### src/rtl/cmp_result_collector.sv
// cmp_result_collector: buffers tagged compare results in a show-ahead FIFO
// and keeps sticky condition flags plus a saturating overflow drop count.
module cmp_result_collector #(
  parameter int Data_Depth = 4,
  parameter int Tag_Width  = 4,
  parameter int Cnt_Width  = 8
) (
  input  logic                        CLK_in,
  input  logic                        RST_in,
  input  logic [1:0]                  cmp_out_in,
  input  logic                        cmp_flag_in,
  input  logic                        clear_in,
  input  logic                        rd_ready_in,
  output logic                        res_valid,
  output logic [1:0]                  res_code,
  output logic                        res_eq,
  output logic                        res_gt,
  output logic                        res_lt,
  output logic [Tag_Width-1:0]        res_tag,
  output logic                        sticky_eq,
  output logic                        sticky_gt,
  output logic                        sticky_lt,
  output logic                        fifo_full,
  output logic [$clog2(Data_Depth):0] fifo_count,
  output logic [Cnt_Width-1:0]        drop_cnt
);
  localparam int AW = $clog2(Data_Depth);
  localparam logic [AW:0] CNT_ONE = (AW+1)'(1);
  localparam logic [AW:0] CNT_FULL = (AW+1)'(Data_Depth);
  localparam logic [AW-1:0] PTR_ONE = AW'(1);
  localparam logic [Tag_Width-1:0] TAG_ONE = Tag_Width'(1);
  localparam logic [Cnt_Width-1:0] DROP_ONE = Cnt_Width'(1);
  localparam logic [Cnt_Width-1:0] DROP_MAX = '1;

  logic [1:0]           code_mem_q [Data_Depth];
  logic [1:0]           code_mem_d [Data_Depth];
  logic [Tag_Width-1:0] tag_mem_q  [Data_Depth];
  logic [Tag_Width-1:0] tag_mem_d  [Data_Depth];
  logic [AW-1:0]        wr_ptr_q, wr_ptr_d;
  logic [AW-1:0]        rd_ptr_q, rd_ptr_d;
  logic [AW:0]          count_q, count_d;
  logic [Tag_Width-1:0] tag_q, tag_d;
  logic [2:0]           sticky_q, sticky_d;
  logic [Cnt_Width-1:0] drop_q, drop_d;

  logic                 pop, push, drop_ev;
  logic [Tag_Width-1:0] tag_base;
  logic [Cnt_Width-1:0] drop_base;

  assign res_valid  = count_q != '0;
  assign fifo_full  = count_q == CNT_FULL;
  assign fifo_count = count_q;
  assign drop_cnt   = drop_q;
  assign sticky_eq  = sticky_q[0];
  assign sticky_gt  = sticky_q[1];
  assign sticky_lt  = sticky_q[2];
  assign res_code   = res_valid ? code_mem_q[rd_ptr_q] : 2'b00;
  assign res_tag    = res_valid ? tag_mem_q[rd_ptr_q] : '0;
  assign res_eq     = res_code == 2'd1;
  assign res_gt     = res_code == 2'd2;
  assign res_lt     = res_code == 2'd3;

  always_comb begin
    pop       = res_valid && rd_ready_in;
    push      = cmp_flag_in && (!fifo_full || pop);
    drop_ev   = cmp_flag_in && fifo_full && !pop;
    // a same-edge clear restarts from zero before the event applies
    tag_base  = clear_in ? '0 : tag_q;
    drop_base = clear_in ? '0 : drop_q;
    code_mem_d = code_mem_q;
    tag_mem_d  = tag_mem_q;
    wr_ptr_d   = wr_ptr_q;
    rd_ptr_d   = rd_ptr_q;
    count_d    = count_q;
    tag_d      = tag_base;
    drop_d     = drop_base;
    sticky_d   = clear_in ? 3'b000 : sticky_q;
    if (cmp_flag_in) begin
      tag_d    = tag_base + TAG_ONE;
      sticky_d = sticky_d | {cmp_out_in == 2'd3,
                             cmp_out_in == 2'd2,
                             cmp_out_in == 2'd1};
    end
    if (drop_ev && drop_base != DROP_MAX) drop_d = drop_base + DROP_ONE;
    if (push) begin
      code_mem_d[wr_ptr_q] = cmp_out_in;
      tag_mem_d[wr_ptr_q]  = tag_base;
      wr_ptr_d             = wr_ptr_q + PTR_ONE;
    end
    if (pop) rd_ptr_d = rd_ptr_q + PTR_ONE;
    if (push && !pop) count_d = count_q + CNT_ONE;
    else if (pop && !push) count_d = count_q - CNT_ONE;
  end

  always_ff @(posedge CLK_in or negedge RST_in) begin
    if (!RST_in) begin
      code_mem_q <= '{default: '0};
      tag_mem_q  <= '{default: '0};
      wr_ptr_q   <= '0;
      rd_ptr_q   <= '0;
      count_q    <= '0;
      tag_q      <= '0;
      sticky_q   <= '0;
      drop_q     <= '0;
    end else begin
      code_mem_q <= code_mem_d;
      tag_mem_q  <= tag_mem_d;
      wr_ptr_q   <= wr_ptr_d;
      rd_ptr_q   <= rd_ptr_d;
      count_q    <= count_d;
      tag_q      <= tag_d;
      sticky_q   <= sticky_d;
      drop_q     <= drop_d;
    end
  end
endmodule

### config.mk
export PLATFORM = sky130hd
export DESIGN_NAME = cmp_result_collector
export DESIGN_NICKNAME = d
export VERILOG_FILES = /design/src/rtl/cmp_result_collector.sv
export SDC_FILE = /design/constraint.sdc
export NUM_CORES = 1
export LEC_CHECK = 0
export CAP_MARGIN = 20
export CORE_MARGIN = 2
export CORE_UTILIZATION = 56
export CTS_BUF_LIST = sky130_fd_sc_hd__clkbuf_8
export CTS_CLUSTER_SIZE = 25
export DETAILED_ROUTE_END_ITERATION = 8
export PLACE_DENSITY = 0.85
export SLEW_MARGIN = 0
export SYNTH_ARGS = -nofsm -noshare
export SYNTH_HDL_FRONTEND = slang
export SYNTH_SLANG_ARGS = --single-unit
### constraint.sdc
create_clock -name CLK_in -period 5 [get_ports CLK_in]
set_input_delay 1 -clock CLK_in [delete_from_list [all_inputs] [get_ports CLK_in]]
set_output_delay 1 -clock CLK_in [all_outputs]
set_load 0.005 [all_outputs]
==> flow_summary.ini <==
[global_route]
top_usage_layer = met2
grt.overflow.total = 0
met2_usage_pct = 36.9
grt_antenna_before_repair = 0
grt_max_degree = 47
met3_usage_pct = 4.77
met1_usage_pct = 30.2
grt_pass1_wl_um = 7510
grt_usage_pct = 22.7
grt_pass1_vias = 1526

[worst_hold_path]
hold_path.class = register to register
hp-start = tag_mem_q[6]$_DFFE_PN0P_

[clocking]
cts.sinks = 46
clk_latency_ns = 0.30
ctsHoldBuffers = 0
cts_resized = 0
cts_made_buffers = 5
htreeDepth = 2
cts_root_buf = clkbuf_8
clockBufferDepth = 2
post_cts_buffers = 0
cts_tree = done
clk_pin_slew_ns = 0.08

[sta]
fmax_ghz = 0.304
post-route-period-util_pct = 65.8
holdWs_ns = 0.492
drv_slew = 0
slew_headroom_pct = 62.5
worstMarginPinSlew_ns = 0.560
hold_violations = 0
setup_violations = 0
skew_ns = 0.00570
final.setup.tns_ns = 0
finalCriticalPeriod_ns = 3.29
rsz0062_at_grt = no

[routing]
drt_iter0_drc = 57
via_per_inst = 5.71
antenna_left = 0
routed_wl_um = 4500
vias = 1497
dr.pass1.iters = 6
wire_per_inst_um = 17.2
drc = 0

[worst_setup_path]
critPathMaxFanout = 8
path_delay_family = flip-flops
crit_buf_inv = 1
start_kind = register
startpoint = rd_ptr_q[0]$_DFFE_PN0P_
end_kind = output port
cpPeakStageDelay_ns = 0.63
path_class = register to output port
r2r_slack_ns = 2.67
slowest_stage = dfrtp_1
worstPathRequired_ns = 4.00
arrival_ns = 2.29
r2r_start = fifo_count[1]$_DFFE_PN0P_
timing.critical_path.cells = mux4_2 -> and2_1 -> nor2b_1 -> clkdlybuf4s50_1

[placement]
place_congestion = 0.876
portBuffers = 31
dp_hpwl_um = 3120

[power]
ir_drop_mv = 0.252
powerDensity_nw_per_um2 = 526
finalPower_mw = 1.47
leakage_nw = 1.27

[synth]
synthFlopType = dfrtp_1
synthCells = 178
ys_seq_elements = 46
yosysWarnings = 0
synth_cell_types = 35
ys_seq_area_share_pct = 50.4
async_reset_ff_share_pct = 100
syn_area_um2 = 2290
synth_edf_count = 0
avgSynthCellArea_um2 = 12.8
syn_nets = 193

[floorplanning]
dieArea_um2 = 4610
dieHeight_um = 67.9
fp.dieW_um = 67.9
start_util_pct = 57.6
coreArea_um2 = 3970
io_pins = 32
num_rows = 23

[run_status]
outcome = finished, final reports clean

[job]
max_cap_viol_count = 0

[layout]
utilization_pct = 70.3
area_delta_synth_final_pct = 22.2
diodes = 0
drive_gt1_share_pct = 23.6
nets = 226
## registers in the layout, indices dropped and copies added, names as in the netlist
signal and flops:
tag_mem_q 16, wr_ptr_q 2, drop_cnt 8, rd_ptr_q 2
sticky_q 3, fifo_count 3, tag_q 4, code_mem_q 8
## path summary, 6_finish.rpt
check | cells past startpoint | end
worst max-delay path | 4 | res_gt
worst min-delay path | 1 | tag_mem_q[6]$_DFFE_PN0P_
worst max register to register | 7 | fifo_count[1]$_DFFE_PN0P_
worst min register to register | 1 | tag_mem_q[6]$_DFFE_PN0P_
max in group asynchronous | 2 | fifo_count[0]$_DFFE_PN0P_
min in group asynchronous | 1 | tag_mem_q[4]$_DFFE_PN0P_
## layer usage
layer  up-vias  routed length (µm)
li1        692                   -
met1       754                1970
met2        44                2260
met3         7                 187
met4         0                  89
met5         -                   0
## cells in the mapped netlist, types with 4 or more instances
cell type	count	area share, %
inv_1	8	1.3
nand2_4	4	2.0
o21ai_0	5	1.1
nand2_1	6	0.99
or3_1	4	1.1
xor2_1	5	1.9
xnor2_1	6	2.3
dfrtp_1	46	50
clkbuf_1	5	0.82
mux2_2	25	12
mux4_2	6	5.9
nor2b_1	9	2.5
nor2_1	4	0.66
ha_1	7	3.8
and2_1	5	1.4
nand3_1	4	0.88
## layout by cell type (no fill, tap or decap), types with 2 or more instances in the layout
cell / count
a21oi_1: 3
and2_1: 5
and3_1: 2
bufinv_16: 2
clkbuf_8: 6
clkdlybuf4s50_1: 30
dfrtp_1: 46
ha_1: 7
inv_1: 8
mux2_1: 2
mux2_2: 25
mux4_2: 6
nand2_1: 6
nand2_4: 4
nand2b_1: 2
nand3_1: 4
nand4_1: 3
nor2_1: 4
nor2b_1: 9
nor3b_1: 2
o21ai_0: 5
o22ai_1: 2
o31ai_1: 2
or3_1: 4
xnor2_1: 6
xor2_1: 5
## kinds of logic after synthesis
family                     after synthesis  synth area share, %
AOI/OAI and AO/OA                       12                 2.96
muxes                                   34                 19.6
adders and majority gates                8                 4.71
xor gates and xnor gates                11                 4.21
DFF                                     46                 50.4
buffers and inverters                   15                 2.68
and+or+nand+nor                         52                 15.4
## cell type report
class | count | area (µm²)
Clock buffer | 6 | 82.6
Clock inverter | 2 | 60.1
Inverter | 8 | 30.0
Timing Repair Buffer | 33 | 333
Fill cell | 264 | 1180
Sequential cell | 46 | 1150
Tap cell | 50 | 62.6
Multi-Input combinational cell | 117 | 1070
## worst reg2reg max path, cell delays in order (launching register included)
cell and delay [ns]:
dfrtp_1 0.48, nor4b_4 0.44, nor2b_1 0.10, buf_4 0.20, ha_1 0.21, inv_1 0.08, fa_1 0.43, mux2_2 0.27
## per-stage QoR
step	area [µm²]	instances	setup slack, ns
after CTS	2770	261	1.68
after global routing	2790	262	1.58
after global placement	2630	253	1.62
after detailed placement	2630	253	1.48
after floorplan	2290	178	2.42
final	2790	262	1.71
## report_power, final
part           switching (mW)  internal, mW
Clock                   0.121         0.213
Sequential              0.101         0.475
Combinational           0.212         0.346
Total                   0.434          1.03
No activity file was read; power rests on OpenSTA's default activity.
